==> src/rtl/sdram_port_arbiter.sv <==
// Round-robin arbiter sharing one cache_ctrl user port among N_PORTS requesters,
// with a shared LR/SC reservation monitor. All outputs are registered.
module sdram_port_arbiter #(
    parameter int N_PORTS = 2,
    parameter int W_ADDR  = 32,
    parameter int W_DATA  = 32
) (
    input  logic                      clk,
    input  logic                      rst_n,
    input  logic [N_PORTS-1:0]        p_req,
    input  logic [N_PORTS-1:0]        p_we,
    input  logic [N_PORTS-1:0]        p_excl,
    input  logic [N_PORTS*W_ADDR-1:0] p_addr,
    input  logic [N_PORTS*W_DATA-1:0] p_wdata,
    input  logic [N_PORTS*4-1:0]      p_mask,
    output logic [N_PORTS-1:0]        p_gnt,
    output logic [N_PORTS-1:0]        p_done,
    output logic [N_PORTS-1:0]        p_exokay,
    output logic [W_DATA-1:0]         p_rdata,
    output logic                      m_rd_en,
    output logic                      m_wr_en,
    output logic [W_ADDR-1:0]         m_addr,
    output logic [W_DATA-1:0]         m_wdata,
    output logic [3:0]                m_mask,
    input  logic [W_DATA-1:0]         m_rdata,
    input  logic                      m_busy
);
    localparam int PW = (N_PORTS > 1) ? $clog2(N_PORTS) : 1;
    localparam int WA = W_ADDR - 2;

    typedef enum logic [2:0] {IDLE, ISSUE, WAIT_HI, WAIT_LO, RESP} state_t;
    state_t state, state_nx;

    logic [PW-1:0]      rr_ptr, sel, sel_c;
    logic               found, sc_ok;
    logic [W_ADDR-1:0]  req_addr;
    logic               we_q, excl_q, ok_q;
    logic [WA-1:0]      waddr_q;
    logic [W_DATA-1:0]  wdata_q;
    logic [3:0]         mask_q;
    logic [N_PORTS-1:0] res_vld;
    logic [WA-1:0]      res_addr [N_PORTS];

    logic [N_PORTS-1:0] gnt_nx, done_nx, exok_nx;
    logic               rd_nx, wr_nx;
    logic               unused_lo;

    // First requester at or after rr_ptr, wrapping around.
    always_comb begin
        found = 1'b0;
        sel_c = rr_ptr;
        for (int k = 0; k < N_PORTS; k++) begin
            if (!found && p_req[(int'(rr_ptr) + k) % N_PORTS]) begin
                found = 1'b1;
                sel_c = PW'((int'(rr_ptr) + k) % N_PORTS);
            end
        end
    end

    assign req_addr = p_addr[int'(sel_c)*W_ADDR +: W_ADDR];
    assign sc_ok    = res_vld[sel_c] && (res_addr[sel_c] == req_addr[W_ADDR-1:2]);

    // Byte offsets never reach the memory side.
    always_comb begin
        unused_lo = 1'b0;
        for (int i = 0; i < N_PORTS; i++)
            unused_lo = unused_lo ^ (^p_addr[i*W_ADDR +: 2]);
    end

    always_comb begin
        state_nx = state;
        gnt_nx   = '0;
        done_nx  = '0;
        exok_nx  = '0;
        rd_nx    = 1'b0;
        wr_nx    = 1'b0;
        case (state)
            IDLE: if (!m_busy && found) begin
                gnt_nx[sel_c] = 1'b1;
                state_nx = (p_we[sel_c] && p_excl[sel_c] && !sc_ok) ? RESP : ISSUE;
            end
            ISSUE: begin
                rd_nx    = !we_q;
                wr_nx    = we_q;
                state_nx = WAIT_HI;
            end
            WAIT_HI: if (m_busy)  state_nx = WAIT_LO;
            WAIT_LO: if (!m_busy) state_nx = RESP;
            RESP: begin
                done_nx[sel] = 1'b1;
                exok_nx[sel] = ok_q;
                state_nx     = IDLE;
            end
            default: state_nx = IDLE;
        endcase
    end

    always_ff @(posedge clk or negedge rst_n) begin
        if (!rst_n) begin
            state    <= IDLE;
            rr_ptr   <= '0;
            sel      <= '0;
            we_q     <= 1'b0;
            excl_q   <= 1'b0;
            ok_q     <= 1'b0;
            waddr_q  <= '0;
            wdata_q  <= '0;
            mask_q   <= '0;
            res_vld  <= '0;
            for (int j = 0; j < N_PORTS; j++) res_addr[j] <= '0;
            p_gnt    <= '0;
            p_done   <= '0;
            p_exokay <= '0;
            p_rdata  <= '0;
            m_rd_en  <= 1'b0;
            m_wr_en  <= 1'b0;
        end else begin
            state    <= state_nx;
            p_gnt    <= gnt_nx;
            p_done   <= done_nx;
            p_exokay <= exok_nx;
            m_rd_en  <= rd_nx;
            m_wr_en  <= wr_nx;
            if (state == IDLE && !m_busy && found) begin
                sel     <= sel_c;
                we_q    <= p_we[sel_c];
                excl_q  <= p_excl[sel_c];
                ok_q    <= !(p_we[sel_c] && p_excl[sel_c]) || sc_ok;
                waddr_q <= req_addr[W_ADDR-1:2];
                wdata_q <= p_wdata[int'(sel_c)*W_DATA +: W_DATA];
                mask_q  <= p_mask[int'(sel_c)*4 +: 4];
            end
            // Only successful SCs reach ISSUE, so an exclusive write here always clears its own entry.
            if (state == ISSUE) begin
                if (we_q) begin
                    for (int j = 0; j < N_PORTS; j++)
                        if (res_addr[j] == waddr_q) res_vld[j] <= 1'b0;
                    if (excl_q) res_vld[sel] <= 1'b0;
                end else if (excl_q) begin
                    res_vld[sel]  <= 1'b1;
                    res_addr[sel] <= waddr_q;
                end
            end
            if (state == WAIT_LO && !m_busy) p_rdata <= m_rdata;
            if (state == RESP) rr_ptr <= (sel == PW'(N_PORTS-1)) ? '0 : sel + 1'b1;
        end
    end

    assign m_addr  = {waddr_q, 2'b00};
    assign m_wdata = wdata_q;
    assign m_mask  = mask_q;
endmodule

==> config.mk <==
export PLATFORM = sky130hd
export DESIGN_NAME = sdram_port_arbiter
export DESIGN_NICKNAME = d
export VERILOG_FILES = /design/src/rtl/sdram_port_arbiter.sv
export SDC_FILE = /design/constraint.sdc
export NUM_CORES = 1
export LEC_CHECK = 0
export CORE_MARGIN = 2
export CORE_UTILIZATION = 42
export CTS_CLUSTER_SIZE = 20
export DETAILED_ROUTE_END_ITERATION = 10
export PLACE_DENSITY_LB_ADDON = 0.08
export SLEW_MARGIN = 30
export SYNTH_ARGS = -nofsm -noshare
export SYNTH_HDL_FRONTEND = slang
export SYNTH_SLANG_ARGS = --single-unit
export TNS_END_PERCENT = 10
==> constraint.sdc <==
create_clock -name clk -period 1.9 [get_ports clk]
set_input_delay 0.38 -clock clk [delete_from_list [all_inputs] [get_ports clk]]
set_output_delay 0.38 -clock clk [all_outputs]
set_load 0.1 [all_outputs]
==> results of run 1 <==
worst max-delay path by stage:
stage / slack (ns) / depth (start not counted) / endpoint / start
finish: -0.08 / 8 / state[2]$_DFFE_PN0P_ / rr_ptr$_DFFE_PN0N_
global route: -0.16 / 8 / state[2]$_DFFE_PN0P_ / rr_ptr$_DFFE_PN0N_
CTS: -0.05 / 7 / state[2]$_DFFE_PN0P_ / rr_ptr$_DFFE_PN0N_
detailed placement: -0.60 / 8 / state[2]$_DFFE_PN0P_ / p_addr[13]
global placement: -0.55 / 8 / state[2]$_DFFE_PN0P_ / p_req[0]
floorplan: -0.005 / 6 / res_vld[0]$_DFFE_PN0P_ / waddr_q[10]$_DFFE_PN0P_
worst register-to-register path, cell delays in order (launching register included):
cell      delay, ns
dfrtp_1        0.40
nand2b_4       0.15
a21o_4         0.26
buf_12         0.14
nor4_4         0.16
o22ai_1        0.14
a211oi_2       0.25
a41oi_2        0.18
a21o_1         0.19
state kept, by name, summed over array words and instances (netlist names), 2 cells and up:
register / cells
m_mask: 4
m_wdata: 32
p_done: 2
p_exokay: 2
p_gnt: 2
p_rdata: 32
res_addr: 60
res_vld: 2
state: 3
waddr_q: 30
per-stage QoR:
step / setup WS (ns) / util
after floorplan: -0.00524 / -
after global placement: -0.552 / 0.622
after detailed placement: -0.599 / 0.622
after CTS: -0.0480 / 0.658
after global routing: -0.157 / 0.661
final: -0.0806 / 0.661
routing by layer:
| layer | up-vias | global-route usage | routed length (µm) |
|---|---|---|---|
| met1 | 3198 | 0.297 | 10100 |
| met2 | 210 | 0.377 | 11600 |
| li1 | 3241 | - | - |
| met3 | 19 | 0.0631 | 1560 |
| met5 | - | 0 | 0 |
| met4 | 0 | 0.0549 | 333 |
cells by family (layout without fill, tap and decap cells):
| logic type | count (synthesis) | in the layout | synth area share |
|---|---|---|---|
| AO/OA/AOI/OAI | 97 | 97 | 0.0627 |
| XOR/XNOR | 112 | 112 | 0.115 |
| buffers and inverters | 44 | 409 | 0.0262 |
| flip-flops | 176 | 176 | 0.517 |
| multiplexers | 160 | 160 | 0.202 |
| other | 1 | 2 | 0.000440 |
| AND/OR/NAND/NOR | 139 | 139 | 0.0767 |
synth_stat cells:
cell	count	area, µm²
o211ai_1	2	15.0
a211oi_2	1	12.5
buf_1	1	3.75
nor2_1	11	41.3
a21oi_1	9	45.0
buf_6	1	11.3
a211oi_1	1	7.51
mux2_2	46	518
xnor2_1	59	517
and2_1	1	6.26
o22ai_1	3	18.8
mux2_1	46	518
nor4_1	18	113
mux2i_1	68	681
buf_4	11	82.6
nand3b_1	1	7.51
and3_1	3	18.8
nor3_1	5	25.0
clkbuf_1	16	60.1
dfrtp_1	176	4400
o21ai_1	53	265
a41oi_2	1	16.3
xor2_1	53	464
buf_2	7	35.0
o2bb2ai_1	1	8.76
a21o_1	3	22.5
o31ai_1	1	7.51
inv_1	8	30.0
nand2b_1	4	25.0
and3b_1	1	8.76
nor3b_2	1	12.5
nand2_1	74	278
conb_1	1	3.75
nor2b_1	2	12.5
nand4_1	12	75.1
a31oi_1	1	6.26
a31o_1	1	8.76
nand3_1	6	30.0
o21ai_0	20	100
repair_timing:
action,in CTS,in global routing
pin swaps,11,4
endpoints found under the setup margin,18,25
hold buffers,1,0
gates resized for setup,21,7
endpoints found under the hold margin,32,0
buffers inserted,2,3
gates cloned,0,0
cells in the final DEF (no fill, tap or decap), types with 3 or more instances in the layout:
cell type | netlist | final
xnor2_1 | 59 | 57
nand2_1 | 74 | 74
mux2_2 | 46 | 46
buf_4 | 11 | 147
clkdlybuf4s50_1 | 0 | 170
mux2_1 | 46 | 46
o21ai_1 | 53 | 54
nand2b_1 | 4 | 3
a21oi_1 | 9 | 8
nor4_4 | 0 | 3
mux2i_1 | 68 | 66
nor4_1 | 18 | 10
nor2_1 | 11 | 10
nand4_1 | 12 | 12
xor2_1 | 53 | 53
buf_12 | 0 | 47
nor3_1 | 5 | 4
inv_1 | 8 | 8
nand3_1 | 6 | 6
dfrtp_1 | 176 | 151
inv_6 | 0 | 5
clkinv_4 | 0 | 3
and3_1 | 3 | 3
dfrtp_2 | 0 | 25
nor4_2 | 0 | 5
clkbuf_16 | 0 | 17
o21ai_0 | 20 | 18
final cells by class:
type	instances	area share
Clock buffer	19	0.0334
Clock inverter	13	0.0113
Inverter	8	0.00227
Multi-Input combinational cell	510	0.306
Sequential cell	176	0.335
Tap cell	270	0.0255
Timing Repair Buffer	369	0.287
==> flow_metrics.env, run 1 <==
export IMPL_status="complete, but fails checks"
export IMPL_cts_reportedPaths_clkPinSlew_ns=0.07
export IMPL_cts_root_buffer="clkbuf_16"
export IMPL_ioPinCount=285
export IMPL_area_growth_pct=55.7
export IMPL_num_rows=52
export IMPL_postLayoutCellArea_mm2=0.0133
export IMPL_gp_congestion=0.824
export IMPL_drv_slew=0
export IMPL_syn_inst=729
export IMPL_rsz0062_at_grt="true"
export IMPL_hold_viol_final=0
export IMPL_ys_types=39
export IMPL_rrSetupSlack_ns=-0.08
export IMPL_whs_ns=0.440
export IMPL_critPathTopFamily="compound AO/OA/AOI/OAI gates"
export IMPL_fillers=1593
export IMPL_first_pass_iters=4
export IMPL_multiInputGateArea_mm2=0.00406
export IMPL_num_vias=6668
export IMPL_r2r_start="rr_ptr$_DFFE_PN0N_"
export IMPL_layout_drive_gt1_share=0.294
export IMPL_maxCapViolCount=0
export IMPL_antenna_cells=0
export IMPL_yosys_warnings=0
export IMPL_overflow=0
export IMPL_setup_viol=4
export IMPL_die_h_um=146
export IMPL_core_area_mm2=0.0200
export IMPL_place_area_mm2=0.0125
export IMPL_drt_iter0_markers=278
export IMPL_grt_usage=0.227
export IMPL_hold_path_class="in2async"
export IMPL_min_period_over_period=1.04
export IMPL_die_w_um=146
export IMPL_start_util=0.425
export IMPL_finalWirelength_um=23600
export IMPL_wire_per_inst_um=17.3
export IMPL_grt_max_degree=57
export IMPL_io_buffers=278
export IMPL_worstRegToRegCells=8
export IMPL_final_setup_tns_ns=-0.163
export IMPL_synth_seq_cells=176
export IMPL_clock_fmax_ghz=0.505
export IMPL_finClkSkew_ns=0.0125
export IMPL_crit_chain="nand2b_4 > a21o_4 > buf_12 > nor4_4 > o22ai_1 > a211oi_2 > a41oi_2 > a21o_1"
export IMPL_worst_skew_pair_late_latency_ns=0.43
export IMPL_setup_ws_ns=-0.0806
export IMPL_cts_made_buffers=17
export IMPL_die_area_mm2=0.0214
export IMPL_timing_worst_setup_path_type="reg2reg"
export IMPL_cpPeakStageDelay_ns=0.40
export IMPL_fin_cells=1365
export IMPL_place_hpwl_um=18100
export IMPL_cts_htree_levels=4
export IMPL_ys_seq_area_frac=0.517
export IMPL_fin_crit_ns=1.98
export IMPL_violations="setup timing"
export IMPL_viasPerCell=4.88
export IMPL_antenna_found_initial=0
export IMPL_seqCellArea_mm2=0.00444
export IMPL_crit_path_end_kind="register"
export IMPL_grt_pass1_wl_um=37900
export IMPL_cp_start_kind="register"
export IMPL_clockBufferDepth=2
export IMPL_ant_nets=0
export IMPL_critPathMaxFanout=8
export IMPL_syn_area_per_cell_um2=11.7
export IMPL_cp_num_buf_inv=1
export IMPL_drc_errors=0
export IMPL_cts_tree="built"
export IMPL_crit_required_ns=2.21
export IMPL_dp_cells=1327
export IMPL_clkSinkCount=176
export IMPL_grt_pass1_vias=6943
export IMPL_worstPathArrival_ns=2.29
export IMPL_nets=1259
export IMPL_critPathSlowestCell="dfrtp_1"
export IMPL_syn_area_mm2=0.00852
export IMPL_r2r_end="state[2]$_DFFE_PN0P_"
Power of run 1 is left out: the tool's default activity adds up to more than one toggle a clock period on the data nets, which glitch-free logic cannot reach.
==> run 2, diff against run 1 <==
--- a/config.mk
+++ b/config.mk
@@ -5,10 +5,12 @@
 export SDC_FILE = /design/constraint.sdc
 export NUM_CORES = 1
 export LEC_CHECK = 0
+export CORE_ASPECT_RATIO = 0.75
 export CORE_MARGIN = 2
-export CORE_UTILIZATION = 42
+export CORE_UTILIZATION = 25
 export CTS_CLUSTER_SIZE = 20
 export DETAILED_ROUTE_END_ITERATION = 10
+export MAX_ROUTING_LAYER = met4
 export PLACE_DENSITY_LB_ADDON = 0.08
 export SLEW_MARGIN = 30
 export SYNTH_ARGS = -nofsm -noshare
==> flow_metrics.env, run 2 (same netlist as run 1, synthesis figures left out) <==
export IMPL_status="complete, but fails checks"
export IMPL_violations="setup timing"
export IMPL_postLayoutCellArea_mm2=0.0137
export IMPL_power_switching_mw=14.7
export IMPL_cts_reportedPaths_clkPinSlew_ns=0.07
export IMPL_critPathSlowestCell="clkdlybuf4s50_1"
export IMPL_first_pass_iters=4
export IMPL_grt_pass1_vias=6901
export IMPL_mostFrequentLayoutCell="clkdlybuf4s50_1"
export IMPL_wl_met2_um=13000
export IMPL_hold_path_class="in2reg"
export IMPL_grt_pass1_wl_um=44000
export IMPL_power_mw=28.1
export IMPL_area_growth_pct=61.1
export IMPL_place_area_mm2=0.0128
export IMPL_wl_met3_um=1450
export IMPL_cpPeakStageDelay_ns=0.46
export IMPL_maxCapViolCount=0
export IMPL_clock_fmax_ghz=0.502
export IMPL_cts_root_buffer="clkbuf_16"
export IMPL_timing_worst_setup_path_type="in2reg"
export IMPL_start_util=0.254
export IMPL_worstPathArrival_ns=2.33
export IMPL_max_slew_margin=0.645
export IMPL_drt_iter0_markers=302
export IMPL_clockBufferDepth=2
export IMPL_ir_drop_mv=1.24
export IMPL_cp_start_kind="primary input"
export IMPL_grt_usage=0.174
export IMPL_power_frac_clock=0.132
export IMPL_clkSinkCount=176
export IMPL_whs_ns=0.329
export IMPL_die_area_mm2=0.0356
export IMPL_cts_made_buffers=17
export IMPL_finalWirelength_um=29700
export IMPL_rsz0062_at_grt="true"
export IMPL_antenna_found_initial=1
export IMPL_p_leak_nw=6.30
export IMPL_fillers=3297
export IMPL_intPower_mw=13.4
export IMPL_critPathMaxFanout=3
export IMPL_swShare=0.524
export IMPL_drc_errors=0
export IMPL_die_w_um=217
export IMPL_layout_drive_gt1_share=0.313
export IMPL_crit_path_end_kind="register"
export IMPL_core_area_mm2=0.0335
export IMPL_rrSetupSlack_ns=-0.09
export IMPL_ant_nets=0
export IMPL_nets=1276
export IMPL_power_density_mw_per_mm2=2040
export IMPL_grt_max_degree=41
export IMPL_wl_met1_um=15100
export IMPL_min_period_over_period=1.05
export IMPL_setup_viol=4
export IMPL_regMostFlops="res_addr"
export IMPL_highest_layer="met4"
export IMPL_overflow=0
export IMPL_place_hpwl_um=22600
export IMPL_gp_congestion=0.801
export IMPL_worst_skew_pair_late_latency_ns=0.44
export IMPL_multiInputGateArea_mm2=0.00412
export IMPL_ioPinCount=285
export IMPL_wire_per_inst_um=19.0
export IMPL_cts_htree_levels=4
export IMPL_setup_ws_ns=-0.0931
export IMPL_crit_chain="clkdlybuf4s50_1 > xnor2_1 > nand4_1 > nor4_4 > o22ai_2 > a211oi_2 > a41oi_2 > a21o_1"
export IMPL_largest_register_ffs=60
export IMPL_die_h_um=164
export IMPL_io_buffers=278
export IMPL_crit_required_ns=2.24
export IMPL_fin_crit_ns=1.99
export IMPL_dp_slack_ns=-0.758
export IMPL_seqPwrFrac=0.237
export IMPL_cts_tree="built"
export IMPL_hold_viol_final=0
export IMPL_viasPerCell=4.32
export IMPL_worst_pin_slew_ns=0.530
export IMPL_num_rows=58
export IMPL_finClkSkew_ns=0.00999
export IMPL_utilization=0.409
export IMPL_combPwrFrac=0.630
export IMPL_drv_slew=0
export IMPL_final_cell_mix="clkdlybuf4s50_1 (168), buf_4 (162), dfrtp_1 (151)"
export IMPL_num_vias=6746
export IMPL_seqCellArea_mm2=0.00444
-- run 2: changes by cell type in the layout (fill, tap and decap cells not counted), sizes merged --
| cell | change |
|---|---|
| buf | +13 |
| clkbuf | +3 |
| clkdlybuf4s50 | -2 |
| clkinvlp | -1 |
| diode | +1 |
| dlygate4sd2 | +1 |
| dlymetal6s2s | +1 |
| inv | +2 |
-- run 2: critical path: cells and delay by family --
kind                   cells  cell delay (ns)
buffers and inverters      1             0.46
AND/OR/NAND/NOR            2             0.57
AO/OA/AOI/OAI              4             0.66
XOR/XNOR                   1             0.26
-- run 2: timing repair --
item                                    4_1_cts  5_1_grt
hold endpoints to repair                     32        0
endpoints found under the setup margin       37       68
resized for setup                            21       20
buffers inserted                              0        1
cloned                                        0        3
hold buffers                                  1        0
pin swaps                                    14       14
-- run 2: power by group through the flow --
| stage | sequential (mW) | clock, mW | combinational [mW] |
|---|---|---|---|
| after floorplan | 14.0 | 0 | 3.78 |
| after global placement | 6.68 | 0 | 17.3 |
| after CTS | 6.66 | 3.86 | 17.5 |
| after global routing | 6.91 | 4.02 | 18.5 |
| after detailed placement | 6.70 | 0 | 17.3 |
| final | 6.66 | 3.71 | 17.7 |
-- run 2: final timing paths --
kind / startpoint / endpoint / cells past startpoint
setup / recovery: p_addr[41] / state[2]$_DFFE_PN0P_ / 8
hold / removal: p_addr[51] / waddr_q[17]$_DFFE_PN0P_ / 3
min in group asynchronous: rst_n / m_wdata[16]$_DFFE_PN0P_ / 2
max in group asynchronous: rst_n / waddr_q[6]$_DFFE_PN0P_ / 3
hold reg to reg: m_wdata[16]$_DFFE_PN0P_ / m_wdata[16]$_DFFE_PN0P_ / 2
setup reg to reg: res_addr[17]$_DFFE_PN0P_ / state[2]$_DFFE_PN0P_ / 8
-- run 2: final cells by class --
class / count / share of cell area
clock buffer: 18 / 0.0320
multi-input combinational: 510 / 0.300
sequential: 176 / 0.323
tap: 450 / 0.0410
inverter: 8 / 0.00219
timing repair buffer: 386 / 0.289
clock inverter: 14 / 0.0125
antenna: 1 / 0.000182
-- run 2: routing by layer --
| layer | track usage | up-vias |
|---|---|---|
| li1 | - | 3286 |
| met3 | 0.0459 | 8 |
| met2 | 0.249 | 143 |
| met4 | 0.0321 | 0 |
| met1 | 0.247 | 3309 |
| met5 | - | - |
-- run 2: metrics by stage --
| stage | cells | TNS [ns] |
|---|---|---|
| 2_1_floorplan | 730 | -0.00524 |
| 3_3_place_gp | 1526 | -26.44 |
| 3_5_place_dp | 1526 | -27.63 |
| 4_1_cts | 1558 | -0.319 |
| 5_1_grt | 1563 | -3.64 |
| 6_report | 1563 | -0.212 |
(Power assumes the default switching activity.)
==> run 3, diff against run 2 <==
==> constraint.sdc (replaced) <==
create_clock -name clk -period 1.9 [get_ports clk]
set_input_delay 0.38 -clock clk [delete_from_list [all_inputs] [get_ports clk]]
set_output_delay 0.38 -clock clk [all_outputs]
set_load 0.02 [all_outputs]
==> flow_metrics.env, run 3 (same netlist as run 1, synthesis figures left out) <==
export IMPL_worstRegToRegCells=8
export IMPL_utilization=0.405
export IMPL_min_period_over_period=1.04
export IMPL_status="complete, but fails checks"
export IMPL_layout_drive_gt1_share=0.204
export IMPL_ioPinCount=285
export IMPL_p_leak_nw=6.21
export IMPL_crit_required_ns=2.22
export IMPL_maxCapViolCount=0
export IMPL_clkSinkCount=176
export IMPL_r2r_start="rr_ptr$_DFFE_PN0N_"
export IMPL_die_area_mm2=0.0356
export IMPL_grt_pass1_wl_um=44400
export IMPL_dp_cells=1533
export IMPL_critPathLaunch="rr_ptr$_DFFE_PN0N_"
export IMPL_cp_start_kind="register"
export IMPL_critPathSlowestCell="dfrtp_1"
export IMPL_drt_iter0_markers=307
export IMPL_fin_crit_ns=1.97
export IMPL_dp_slack_ns=-0.746
export IMPL_area_growth_pct=59.3
export IMPL_worst_skew_pair_late_latency_ns=0.43
export IMPL_regMostFlops="res_addr"
export IMPL_num_rows=58
export IMPL_overflow=0
export IMPL_start_util=0.254
export IMPL_cts_reportedPaths_clkPinSlew_ns=0.07
export IMPL_postLayoutCellArea_mm2=0.0136
export IMPL_rsz0062_at_grt="true"
export IMPL_largest_register_ffs=60
export IMPL_setup_ws_ns=-0.0729
export IMPL_finClkSkew_ns=0.00912
export IMPL_power_density_mw_per_mm2=1540
export IMPL_violations="setup timing"
export IMPL_place_hpwl_um=22800
export IMPL_drv_slew=0
export IMPL_cts_made_buffers=17
export IMPL_finalWirelength_um=29700
export IMPL_hold_viol_final=0
export IMPL_grt_max_degree=53
export IMPL_grt_pass1_vias=6999
export IMPL_nets=1289
export IMPL_cts_root_buffer="clkbuf_16"
export IMPL_wire_per_inst_um=18.9
export IMPL_crit_path_end_kind="register"
export IMPL_mostFrequentLayoutCell="clkdlybuf4s50_1"
export IMPL_grt_usage=0.174
export IMPL_worstPathArrival_ns=2.30
export IMPL_viasPerCell=4.30
export IMPL_crit_chain="nand2b_4 > buf_4 > buf_12 > a21oi_4 > o211ai_1 > a211oi_2 > a41oi_2 > a21o_1"
export IMPL_ir_drop_mv=0.551
export IMPL_cts_htree_levels=4
export IMPL_max_slew_margin=0.666
export IMPL_setup_viol=3
export IMPL_timing_worst_setup_path_type="reg2reg"
export IMPL_num_vias=6780
export IMPL_die_w_um=217
export IMPL_final_cell_mix="clkdlybuf4s50_1 (246), dfrtp_1 (175), buf_4 (101)"
export IMPL_hold_path_class="in2async"
export IMPL_critPathMaxFanout=4
export IMPL_antenna_found_initial=3
export IMPL_fin_cells=1577
export IMPL_first_pass_iters=6
export IMPL_worst_pin_slew_ns=0.501
export IMPL_cts_tree="built"
export IMPL_drc_errors=0
export IMPL_place_area_mm2=0.0127
export IMPL_clock_fmax_ghz=0.507
export IMPL_clockBufferDepth=2
export IMPL_whs_ns=0.471
export IMPL_cpPeakStageDelay_ns=0.39
export IMPL_core_area_mm2=0.0335
export IMPL_fillers=3338
export IMPL_gp_congestion=0.819
export IMPL_die_h_um=164
export IMPL_io_buffers=278
export IMPL_ant_nets=0
-- run 3: cell count changes in the layout (fill, tap and decap cells not counted), moves of 4 or more --
| cell | previous run | this run |
|---|---|---|
| clkinv_2 | 0 | 4 |
| dlygate4sd2_1 | 2 | 29 |
| dfrtp_1 | 151 | 175 |
| inv_6 | 7 | 3 |
| dfrtp_2 | 25 | 1 |
| buf_4 | 162 | 101 |
| buf_12 | 43 | 14 |
| clkdlybuf4s50_1 | 168 | 246 |
-- run 3: timing repair --
action | 4_1_cts | 5_1_grt
resized for setup | 48 | 22
hold buffers | 1 | 0
gates cloned | 1 | 0
hold endpoints to repair | 41 | 0
setup endpoints to repair | 61 | 39
pin swaps | 6 | 13
setup buffers | 5 | 3
-- run 3: worst paths after layout --
check | endpoint | slack (ns)
setup / recovery | state[2]$_DFFE_PN0P_ | -0.07
hold / removal | m_wdata[17]$_DFFE_PN0P_ | 0.47
setup reg to reg | state[2]$_DFFE_PN0P_ | -0.07
hold reg to reg | m_wdata[31]$_DFFE_PN0P_ | 0.48
max in group asynchronous | p_rdata[8]$_DFFE_PN0P_ | 0.77
min in group clk | m_wdata[31]$_DFFE_PN0P_ | 0.48
-- run 3: area by class of cell --
type | instances | area (µm²) | share of cell area
multi-input combinational | 511 | 4110 | 0.303
sequential | 176 | 4410 | 0.325
inverter | 8 | 30.0 | 0.00221
antenna | 2 | 5.00 | 0.000369
clock inverter | 15 | 160 | 0.0118
clock buffer | 17 | 425 | 0.0314
tap | 450 | 563 | 0.0415
timing repair buffer | 398 | 3860 | 0.285
-- run 3: layer usage --
layer  up-vias  global-route usage  routed length, µm
li1       3306                   -                  -
met1      3321               0.249              15300
met2       141               0.258              13200
met3        12              0.0307               1020
met4         0              0.0333                231
met5         -                   -                  0
-- run 3: worst max-delay path: cells and delay by family, from the launching register on --
kind,cells,cell delay (ns)
flops,1,0.39
simple gates,1,0.16
compound gates,5,1.06
buf+inv,2,0.27
-- run 3: power breakdown --
part / switching, mW / leakage [nW] / internal [mW] / total, mW
combinational: 5.31 / 3.68 / 5.37 / 10.7
sequential: 1.24 / 2.25 / 5.38 / 6.62
clock: 1.68 / 0.290 / 1.96 / 3.65
-- run 3: per-stage QoR --
step / setup TNS [ns] / power [mW]
after floorplan: 0 / 11.7
after global placement: -28.28 / 17.2
after detailed placement: -30.59 / 17.2
after CTS: -0.252 / 21.0
after global routing: -0.508 / 22.3
final: -0.153 / 21.0
